## src/rtl/multibyte_add_sequencer.sv

```systemverilog
// Multi-byte adder sequencer: adds two NBYTES-wide operands one byte per
// cycle through an external combinational 8-bit adder, LSB byte first.
//
// Ports:
//   CLK, RSTn     clock, asynchronous active-low reset
//   start         begin an addition (sampled only in IDLE)
//   opA, opB, cin operands ([0:8*NBYTES-1], bit 0 is MSB) and carry-in
//   busy          high while the sequencer is in RUN
//   done          one-cycle pulse, result/cout valid
//   result, cout  registered sum and carry out of the top byte
//   AddA, AddB, AddCi  byte operands / carry presented to the external adder
//   AddS, AddCo   combinational sum / carry returned by the external adder
module multibyte_add_sequencer #(
    parameter int unsigned NBYTES = 4
) (
    input  logic                  CLK,
    input  logic                  RSTn,
    input  logic                  start,
    input  logic [0:8*NBYTES-1]   opA,
    input  logic [0:8*NBYTES-1]   opB,
    input  logic                  cin,
    output logic                  busy,
    output logic                  done,
    output logic [0:8*NBYTES-1]   result,
    output logic                  cout,
    output logic [0:7]            AddA,
    output logic [0:7]            AddB,
    output logic                  AddCi,
    input  logic [0:7]            AddS,
    input  logic                  AddCo
);

    localparam int unsigned W  = 8 * NBYTES;
    localparam int unsigned KW = (NBYTES > 1) ? $clog2(NBYTES) : 1;

    typedef enum logic [1:0] {
        S_IDLE = 2'd0,
        S_RUN  = 2'd1,
        S_DONE = 2'd2
    } state_t;

    state_t          state_q, state_d;
    logic [KW-1:0]   k_q, k_d;
    logic [0:W-1]    opa_q, opa_d;
    logic [0:W-1]    opb_q, opb_d;
    logic [0:W-1]    work_q, work_d;
    logic            carry_q, carry_d;
    logic [0:W-1]    result_q, result_d;
    logic            cout_q, cout_d;

    // State and datapath registers
    always_ff @(posedge CLK or negedge RSTn) begin
        if (!RSTn) begin
            state_q  <= S_IDLE;
            k_q      <= '0;
            opa_q    <= '0;
            opb_q    <= '0;
            work_q   <= '0;
            carry_q  <= 1'b0;
            result_q <= '0;
            cout_q   <= 1'b0;
        end else begin
            state_q  <= state_d;
            k_q      <= k_d;
            opa_q    <= opa_d;
            opb_q    <= opb_d;
            work_q   <= work_d;
            carry_q  <= carry_d;
            result_q <= result_d;
            cout_q   <= cout_d;
        end
    end

    // Next-state, byte steering and external adder drive
    always_comb begin
        state_d  = state_q;
        k_d      = k_q;
        opa_d    = opa_q;
        opb_d    = opb_q;
        work_d   = work_q;
        carry_d  = carry_q;
        result_d = result_q;
        cout_d   = cout_q;
        AddA     = '0;
        AddB     = '0;
        AddCi    = 1'b0;

        case (state_q)
            S_IDLE: begin
                if (start) begin
                    opa_d   = opA;
                    opb_d   = opB;
                    carry_d = cin;
                    work_d  = '0;
                    k_d     = '0;
                    state_d = S_RUN;
                end
            end

            S_RUN: begin
                AddCi = carry_q;
                // Byte k sits at the high-index end of the MSB-first vector
                for (int i = 0; i < int'(NBYTES); i++) begin
                    if (KW'(i) == k_q) begin
                        AddA = opa_q[8*(int'(NBYTES)-1-i) +: 8];
                        AddB = opb_q[8*(int'(NBYTES)-1-i) +: 8];
                        work_d[8*(int'(NBYTES)-1-i) +: 8] = AddS;
                    end
                end
                carry_d = AddCo;
                k_d     = k_q + KW'(1);
                if (k_q == KW'(NBYTES - 1)) begin
                    // work_d already holds the final byte
                    result_d = work_d;
                    cout_d   = AddCo;
                    k_d      = '0;
                    state_d  = S_DONE;
                end
            end

            S_DONE: begin
                state_d = S_IDLE;
            end

            default: begin
                state_d = S_IDLE;
            end
        endcase
    end

    assign busy   = (state_q == S_RUN);
    assign done   = (state_q == S_DONE);
    assign result = result_q;
    assign cout   = cout_q;

endmodule

```

## config.mk

```make
export PLATFORM = sky130hd
export DESIGN_NAME = multibyte_add_sequencer
export DESIGN_NICKNAME = d
export VERILOG_FILES = /design/src/rtl/multibyte_add_sequencer.sv
export SDC_FILE = /design/constraint.sdc
export NUM_CORES = 1
export LEC_CHECK = 0
export ABC_AREA = 1
export CAP_MARGIN = 15
export CELL_PAD_IN_SITES_DETAIL_PLACEMENT = 0
export CELL_PAD_IN_SITES_GLOBAL_PLACEMENT = 1
export CORE_ASPECT_RATIO = 0.6
export CORE_MARGIN = 1.5
export CORE_UTILIZATION = 33
export DETAILED_ROUTE_END_ITERATION = 7
export PLACE_DENSITY_LB_ADDON = 0.1
export SLEW_MARGIN = 40
export SYNTH_ARGS = -nofsm -noshare
export SYNTH_HDL_FRONTEND = slang
export SYNTH_SLANG_ARGS = --single-unit
```

## constraint.sdc

```tcl
create_clock -name CLK -period 1.4 [get_ports CLK]
set_input_delay 0.14 -clock CLK [delete_from_list [all_inputs] [get_ports CLK]]
set_output_delay 0.14 -clock CLK [all_outputs]
set_load 0.02 [all_outputs]
```

==> flow_metrics.py, run 1 <==
metrics = {
    "outcome": {
        "status": "finished with violations",
        "violations": "setup timing",
    },
    "timing": {
        "drv_slew": 0,
        "finalHoldViolations": 0,
        "layout_setup_ws_ps": -597.4,
        "fin_skew_ps": 10.20,
        "rsz0062_at_grt": "true",
        "slew-limit-headroom_pct": 72.29,
        "setup_viol": 128,
        "fmax_mhz": 500.6,
        "whs_ps": 110.7,
        "min_period_ps": 1997,
        "finalCritPeriodShare_pct": 142.7,
        "worstMarginPinSlew_ps": 415.7,
    },
    "yosys": {
        "synth_xor_area_share_pct": 0,
        "yosys.area_share.simple_pct": 37.48,
        "synth_top_family_by_area": "simple AND/OR/NAND/NOR gates",
        "synth-compound-area-share_pct": 2.132,
        "syn_area_sq_um": 5868,
        "yosysWarnings": 0,
        "yosysUniqueCellTypes": 17,
        "yosys.area_share.adder_pct": 0.8529,
        "synth_cells": 774,
        "synth_top_cell_by_area": "dfrtp_1",
        "ys_ff_latch": 126,
        "synth_mux_area_share_pct": 0,
        "yosys-top-cells-area": "dfrtp_1 (54%), nand2_1 (26%), nand3_1 (9.2%)",
        "syn-num-nets": 855,
        "ys_seq_area_share_pct": 53.73,
        "synth.avg_cell_area_sq_um": 7.582,
        "synth.top_cell.area_share_pct": 53.73,
    },
    "floorplan": {
        "initial_core_util_pct": 33.98,
        "die_x_um": 175.2,
        "dieArea_sq_um": 18620,
        "rows": 37,
        "ioPinCount": 129,
        "design.core.area_sq_um": 17270,
        "die_y_um": 106.3,
    },
    "setup_path": {
        "end_kind": "primary output",
        "worstSetupPathType": "flop to primary output",
        "crit_slowest_cell": "dfrtp_2",
        "path_cells": "buf_4 > ha_4 > clkbuf_16 > a21oi_2 > nand2_1 > nand2_2 > nand2_2 > buf_6",
        "required_ps": 1260,
        "critPathMaxFanout": 4,
        "rr_worst_depth": 9,
        "startpoint_type": "flop",
        "cp_common_cell": "nand2_2",
        "cp.arrival_ps": 1860,
        "slowest_delay_ps": 440,
    },
    "finish": {
        "register_area_sq_um": 3157,
        "multiInputGateArea_sq_um": 3118,
        "num-nets-final": 1027,
        "mostFrequentLayoutCells": "nand2_1 (342), dfrtp_1 (123), clkdlybuf4s50_1 (74)",
        "fillers": 1531,
        "drive_gt1_share_pct": 29.61,
        "final_core_util_pct": 55.82,
        "diodes": 0,
        "synthToLayoutAreaGrowth_pct": 64.26,
        "final_common_cell": "nand2_1",
    },
    "clock_network": {
        "cts_sinks": 126,
        "cts_tree": "yes",
        "clk-insertion-delay-late_ps": 420,
        "cts_made_buffers": 17,
        "cts.clk_slew.worst_paths_ps": 60,
        "cts_buffer_depth": 2,
        "clockRootBuffer": "clkbuf_16",
        "htree_num_levels": 4,
    },
    "drt": {
        "ant_nets": 0,
        "wl_per_cell_um": 18.07,
        "vias": 5862,
        "vias_per_cell": 4.914,
        "drt_iter0_drc": 437,
        "drc": 0,
        "dr.pass1.iters": 5,
        "wl_mm": 21.56,
    },
    "pwr": {
        "sw_frac_of_total_pct": 41.97,
        "power.clock.fraction_pct": 20.0,
        "vdd_drop_max_mv": 1.124,
        "leakage_nw": 4.824,
        "power_density_nw_per_um2": 2552,
        "internal_power_mw": 14.28,
        "combPwrFrac_pct": 53.2,
        "p_sw_mw": 10.32,
        "seqPwrFrac_pct": 26.8,
    },
    "global_routing": {
        "grt_pass1_wl_mm": 32.41,
        "grt_pass1_vias": 5724,
        "grt_usage_pct": 23.15,
        "grt.overflow.total": 0,
        "antenna_found_initial": 0,
        "grt_start_max_net_pins": 59,
    },
    "place": {
        "portBuffers": 128,
        "place_congestion": 0.7733,
        "dp_hpwl_mm": 13.32,
    },
    "run": {
        "cap_violations": 0,
    },
    "min_path": {
        "min_path_type": "primary input to asynchronous set/reset pin",
    },
}
-- registers in the layout, summed over array words and instances (netlist names) --
name and flops:
opb_q 32, carry_q 1, state_q 2, result 32, opa_q 32, k_q 2
work_q 24, cout 1
-- cells by family (layout without fill, tap and decap cells) --
logic type	count (synthesis)	in the layout
simple gates	547	549
flops	126	126
buf+inv	72	255
compound gates	25	25
fa+ha+maj	4	4
-- final timing paths --
path                             from          to  slack (ps)
max in group asynchronous        RSTn    opa_q[3]         730
hold / removal                   RSTn  work_q[22]         110
setup reg to reg               k_q[0]  result[24]        -240
setup / recovery               k_q[0]     AddB[6]        -600
min in group CLK                start   opa_q[24]         250
hold reg to reg            result[12]  result[12]         470
-- layer usage --
layer | global-route usage (%) | wire (um) | part of all wire, %
met5 | 0 | 0 | 0
met3 | 5.722 | 1750 | 8.1
met4 | 6.227 | 232 | 1.1
met2 | 31.35 | 8667 | 40
met1 | 35.89 | 10910 | 51
-- worst max-delay path: cells and delay by family (launching register included) --
kind            cells  cell delay, ps
flops               1             440
simple gates        3             240
compound gates      1             130
buf+inv             3             450
fa+ha+maj           1             200
-- metrics by stage --
| step | instances | power [mW] | worst slack [ps] | TNS (ps) | instance area (sq um) |
|---|---|---|---|---|---|
| after floorplan | 774 | 12.06 | 3.812 | 0 | 5966 |
| after global placement | 1122 | 15.94 | -650.4 | -20560 | 7620 |
| after detailed placement | 1122 | 16.09 | -715.2 | -24660 | 7620 |
| after CTS | 1182 | 22.87 | -554.1 | -20120 | 8930 |
| after global routing | 1193 | 26.12 | -680.2 | -26440 | 9639 |
| final | 1193 | 24.60 | -597.4 | -19100 | 9639 |
-- layout make-up --
class                      instances  share of cell area [%]
inverter                          18                  0.9086
clock buffer                      20                   4.634
clock inverter                    12                   2.168
multi-input combinational        578                   32.35
tap                              234                   3.037
timing repair inverter             1                 0.07788
sequential                       126                   32.75
timing repair buffer             204                   24.08
-- what timing repair did --
item,4_1_cts,5_1_grt
buffers inserted,16,8
gates resized for setup,225,133
endpoints found under the setup margin,111,144
pin swaps,18,63
cloned,11,5
hold endpoints to repair,126,0
hold buffers,1,0
-- Yosys cell counts --
library cell and number:
nand2_1 401, dfrtp_1 126, nand3_1 108, buf_2 42, nor2_1 35, a21oi_1 16
inv_1 14, o21ai_0 9, clkbuf_1 7, buf_4 4, ha_1 4, inv_2 3
buf_1 1, inv_4 1, nand3_2 1, nand4_1 1, nor2_2 1
-- power by group through the flow --
stage | Sequential [mW] | Combinational, mW | Clock (mW)
2_1_floorplan | 6.66 | 5.40 | 0
3_3_place_gp | 6.42 | 9.52 | 0
3_5_place_dp | 6.45 | 9.65 | 0
4_1_cts | 6.43 | 11.4 | 5.00
5_1_grt | 6.76 | 14.2 | 5.17
6_report | 6.60 | 13.1 | 4.92
Note: power is estimated with default switching activity, not from simulation.
==> inputs of run 2 (changes only) <==
- CORE_UTILIZATION: 33 -> 39
- PLACE_DENSITY_LB_ADDON: 0.1 -> 0.15
- clock period: 1.4 -> 2.4 ns (I/O delays scaled with it)
==> run 2 against run 1 <==
Against the previous run: the flow now finishes without violations; first-iteration DRC count shrank 17%; worst setup slack improved by 700 ps; total power is 51% lower; combinational power fell by 60%; sequential cell count unchanged; critical path type unchanged.
==> flow_metrics.py, run 2 (synthesis gave the netlist of run 1 again) <==
metrics = {
    "pwr": {
        "leakage_nw": 4.190,
        "vdd_drop_max_mv": 0.6619,
        "power.total_mw": 11.93,
        "power_density_nw_per_um2": 1495,
    },
    "place": {
        "dp_hpwl_mm": 12.19,
        "portBuffers": 128,
        "place_area_sq_um": 7340,
        "dp_slack_ps": 80.72,
        "place_congestion": 0.8144,
    },
    "timing": {
        "finalHoldViolations": 0,
        "setup_viol": 0,
        "finalCritPeriodShare_pct": 95.85,
        "min_period_ps": 2300,
        "drv_slew": 0,
        "fin_setup_tns_ps": 0,
        "fin_skew_ps": 6.960,
        "worstMarginPinSlew_ps": 669.6,
        "layout_setup_ws_ps": 99.58,
        "fmax_mhz": 434.7,
        "slew-limit-headroom_pct": 55.36,
        "rsz0062_at_grt": "false",
    },
    "setup_path": {
        "crit_path_start": "state_q[0]",
        "rr_worst_depth": 7,
        "required_ps": 2160,
        "cp.arrival_ps": 2060,
        "r2r-start": "k_q[0]",
        "cpLargestDelayFamily": "buffers and inverters",
        "critPathMaxFanout": 29,
        "crit_slowest_cell": "clkdlybuf4s50_1",
        "regToRegSetupSlack_ps": 340,
        "startpoint_type": "flop",
        "worstSetupPathType": "flop to primary output",
        "endpoint": "AddCi",
        "r2r-end": "result[3]",
        "path_buf_inv": 2,
        "end_kind": "primary output",
        "slowest_delay_ps": 610,
        "path_cells": "nand2_1 > buf_4 > nor2_1 > clkdlybuf4s50_1",
        "path_depth": 4,
    },
    "floorplan": {
        "design.core.area_sq_um": 14590,
        "dieArea_sq_um": 15820,
        "ioPinCount": 129,
        "initial_core_util_pct": 40.22,
        "die_y_um": 98.02,
        "die_x_um": 161.4,
        "rows": 34,
    },
    "finish": {
        "drive_gt1_share_pct": 8.111,
        "num-nets-final": 968,
        "diodes": 0,
        "fillers": 1347,
        "final_area_sq_um": 7980,
        "synthToLayoutAreaGrowth_pct": 35.99,
        "final_common_cell": "nand2_1",
        "mostFrequentLayoutCells": "nand2_1 (400), dfrtp_1 (126), clkdlybuf4s50_1 (110)",
    },
    "drt": {
        "vias_per_cell": 5.003,
        "drt_iter0_drc": 361,
        "wl_per_cell_um": 16.13,
        "vias": 5493,
        "drc": 0,
        "ant_nets": 0,
        "dr.pass1.iters": 5,
        "wl_mm": 17.71,
    },
    "outcome": {
        "status": "finished clean",
    },
    "global_routing": {
        "grt.overflow.total": 0,
        "grt_pass1_vias": 5322,
        "grt_pass1_wl_mm": 28.43,
        "grt_usage_pct": 23.45,
        "antenna_found_initial": 0,
        "grt_start_max_net_pins": 69,
    },
    "clock_network": {
        "cts_made_buffers": 17,
        "cts_buffer_depth": 2,
        "clk-insertion-delay-late_ps": 410,
        "clockRootBuffer": "clkbuf_16",
        "cts_tree": "yes",
        "cts_setup_buffers": 0,
        "cts.clk_slew.worst_paths_ps": 60,
        "cts_sinks": 126,
        "htree_num_levels": 4,
    },
    "run": {
        "cap_violations": 0,
    },
    "min_path": {
        "min_path_type": "primary input to asynchronous set/reset pin",
    },
}
[run 2: cell types whose count changed in the layout (fill, tap and decap cells not counted), moves of 18 or more]
cell,previous run,this run
buf_6,26,3
dlygate4sd2_1,33,0
nand3_2,41,0
buf_4,30,12
clkdlybuf4s50_1,74,110
nand3_1,57,108
nand2_1,342,400
nand2_2,57,1
[run 2: cell type report]
type	instances	area, sq um	share of cell area, %
tap	198	247.7	3.104
timing repair buffer	148	1438	18.02
clock buffer	21	460.4	5.770
multi-input combinational	576	2400	30.07
clock inverter	11	211.5	2.650
sequential	126	3153	39.51
inverter	18	70.07	0.8780
[run 2: worst min-delay path by stage]
| stage | end | slack (ps) |
|---|---|---|
| 6_report | work_q[22] | 220 |
| 2_1_floorplan | carry_q | -60 |
| 5_1_grt | work_q[22] | 220 |
| 3_5_place_dp | work_q[22] | 120 |
| 3_3_place_gp | work_q[21] | 120 |
| 4_1_cts | work_q[22] | 210 |
[run 2: worst reg2reg max path, cell delays in order (launching register included)]
cell and delay, ps:
dfrtp_1 410, ha_1 220, inv_4 60, nor2_4 420, buf_6 340, inv_2 300, nand2_1 150, nand2_1 60
[run 2: what timing repair did]
item	CTS	global route
setup endpoints to repair	16	18
hold buffers	1	0
resized for setup	18	31
hold endpoints to repair	13	0
[run 2: power by group]
| group | internal [mW] | switching (mW) |
|---|---|---|
| Sequential | 3.11 | 0.595 |
| Combinational | 1.93 | 3.36 |
| Clock | 2.00 | 0.951 |
| Total | 7.03 | 4.90 |
[run 2: metrics by stage]
| stage | utilization, % | cells | hold slack [ps] |
|---|---|---|---|
| 2_1_floorplan | - | 774 | -55.59 |
| 3_3_place_gp | 50.30 | 1065 | 117.8 |
| 3_5_place_dp | 50.30 | 1065 | 116.2 |
| 4_1_cts | 54.94 | 1098 | 213.1 |
| 5_1_grt | 54.69 | 1098 | 219.8 |
| 6_report | 54.69 | 1098 | 223.7 |
[run 2: layer usage]
metal	GRT usage, %	vias up	wire length [um]
met5	0	-	0
met4	6.410	0	180
met3	6.287	18	1455
met2	31.03	227	6971
met1	36.88	2600	9102
li1	-	2648	-
==> inputs of run 3 (changes only) <==
- GPL_TIMING_DRIVEN: default -> 0
==> run 3 against run 2 <==
Against the previous run: non-clock buffer count rose by 38; final cell count up 3.5%; critical path depth increased by 5; clock-buffer cell count is 2 lower; sequential share of layout area decreased by 0.89 points; clock power shrank 6%; worst setup slack got worse by 52 ps; first-iteration DRC count up 14%; register-to-register slack improved by 420 ps.
==> flow_metrics.py, run 3 (synthesis gave the netlist of run 1 again) <==
metrics = {
    "outcome": {
        "status": "finished clean",
    },
    "clock_network": {
        "cts_tree": "yes",
        "clk-insertion-delay-late_ps": 410,
        "cts_made_buffers": 17,
        "cts.clk_slew.worst_paths_ps": 70,
        "cts_sinks": 126,
        "cts_buffer_depth": 2,
        "clockRootBuffer": "clkbuf_16",
        "htree_num_levels": 4,
    },
    "setup_path": {
        "critPathMaxFanout": 10,
        "regToRegSetupSlack_ps": 760,
        "startpoint_type": "flop",
        "end_kind": "primary output",
        "rr_worst_depth": 6,
        "worstSetupPathType": "flop to primary output",
        "cp.arrival_ps": 2110,
        "r2r-start": "k_q[0]",
        "required_ps": 2160,
        "r2r-end": "result[29]",
    },
    "floorplan": {
        "ioPinCount": 129,
        "initial_core_util_pct": 40.22,
        "design.core.area_sq_um": 14590,
        "die_x_um": 161.4,
        "die_y_um": 98.02,
        "dieArea_sq_um": 15820,
        "rows": 34,
    },
    "place": {
        "dp_hpwl_mm": 13.27,
        "portBuffers": 128,
        "dp_slack_ps": -199.9,
        "place_congestion": 0.8505,
        "place_area_sq_um": 7430,
    },
    "drt": {
        "drc": 0,
        "wl_mm": 18.38,
        "ant_nets": 0,
        "wl_per_cell_um": 16.18,
        "vias": 5601,
        "drt_iter0_drc": 413,
        "dr.pass1.iters": 5,
        "vias_per_cell": 4.930,
    },
    "run": {
        "cap_violations": 0,
    },
    "finish": {
        "register_area_sq_um": 3154,
        "fillers": 1378,
        "num-nets-final": 1006,
        "mostFrequentLayoutCells": "nand2_1 (398), dfrtp_1 (125), clkdlybuf4s50_1 (109)",
        "multiInputGateArea_sq_um": 2420,
        "diodes": 0,
        "final_common_cell": "nand2_1",
        "final_area_sq_um": 8167,
        "drive_gt1_share_pct": 12.79,
        "synthToLayoutAreaGrowth_pct": 39.17,
    },
    "timing": {
        "drv_slew": 0,
        "layout_setup_ws_ps": 47.42,
        "slew-limit-headroom_pct": 59.25,
        "fmax_mhz": 425.1,
        "finalHoldViolations": 0,
        "min_period_ps": 2353,
        "rsz0062_at_grt": "true",
        "fin_skew_ps": 12.62,
        "finalCritPeriodShare_pct": 98.02,
        "worstMarginPinSlew_ps": 611.3,
        "whs_ps": 338.2,
        "setup_viol": 0,
    },
    "pwr": {
        "leakage_nw": 4.321,
        "power.total_mw": 12.10,
        "power_density_nw_per_um2": 1481,
        "vdd_drop_max_mv": 0.5866,
    },
    "min_path": {
        "min_path_type": "primary input to asynchronous set/reset pin",
    },
    "global_routing": {
        "grt_usage_pct": 24.18,
        "grt-busiest-layer": "met1",
        "grt_util_met1_pct": 39.90,
        "grt_pass1_wl_mm": 29.33,
        "use_met2_pct": 31.43,
        "grt_pass1_vias": 5485,
        "grt.overflow.total": 0,
        "met3_usage_pct": 5.268,
        "grt_start_max_net_pins": 71,
        "antenna_found_initial": 0,
    },
}
[run 3: cell count changes in the layout (fill, tap and decap cells not counted), sizes merged]
| cell | change |
|---|---|
| buf | +42 |
| clkbuf | -7 |
| inv | +3 |
| bufinv | -2 |
| clkdlybuf4s15 | +1 |
| clkdlybuf4s50 | -1 |
| clkinvlp | +1 |
| dlymetal6s2s | +1 |
[run 3: report_power, final]
part / switching (mW) / internal [mW] / leakage [nW] / total, mW
sequential: 0.573 / 3.11 / 1.59 / 3.68
clock: 0.983 / 1.80 / 0.310 / 2.78
combinational: 3.53 / 2.10 / 2.42 / 5.63
total: 5.09 / 7.01 / 4.32 / 12.1
[run 3: per-stage QoR]
stage	TNS, ps	utilization (%)	instances
after floorplan	0	-	774
after global placement	-486580	50.69	1100
after detailed placement	-1496	50.92	1101
after CTS	-3.528	56.05	1135
after global routing	-84.91	55.97	1136
final	0	55.97	1136
[run 3: what timing repair did]
item / CTS / global route
endpoints found under the setup margin: 16 / 18
pin swaps: 2 / 3
hold buffers: 1 / 0
setup buffers: 1 / 1
hold endpoints to repair: 56 / 0
resized for setup: 75 / 37
[run 3: critical path, cell delays in order, from the launching register on]
cell,delay [ps]
dfrtp_1,390
buf_4,140
ha_1,170
buf_4,180
clkbuf_8,180
a21oi_1,160
nand2_2,100
nand2_1,80
nand2_1,60
clkdlybuf4s15_2,250
[run 3: final cells by class]
type | instances | share of cell area, %
clock inverters | 13 | 2.268
well taps | 198 | 3.034
inverters | 18 | 0.9499
plain buffers | 54 | 4.198
flip-flops and latches | 126 | 38.62
repair buffers | 132 | 15.75
multi-input cells | 576 | 29.63
clock buffers | 19 | 5.546
[run 3: how the worst max path moves through the flow]
stage	from	end	slack (ps)	depth (start not counted)
after CTS	k_q[0]	AddB[1]	-4	10
after global routing	k_q[0]	AddA[3]	-70	10
final	k_q[1]	AddA[7]	50	9
after global placement	RSTn	opa_q[13]	-3860	1
after detailed placement	k_q[0]	AddB[4]	-200	10
after floorplan	k_q[0]	AddA[5]	750	9
[run 3: metal layers]
metal,part of all wire [%],up-vias
met3,6.8,12
met4,0.60,0
li1,-,2720
met2,39,160
met5,0,-
met1,54,2709
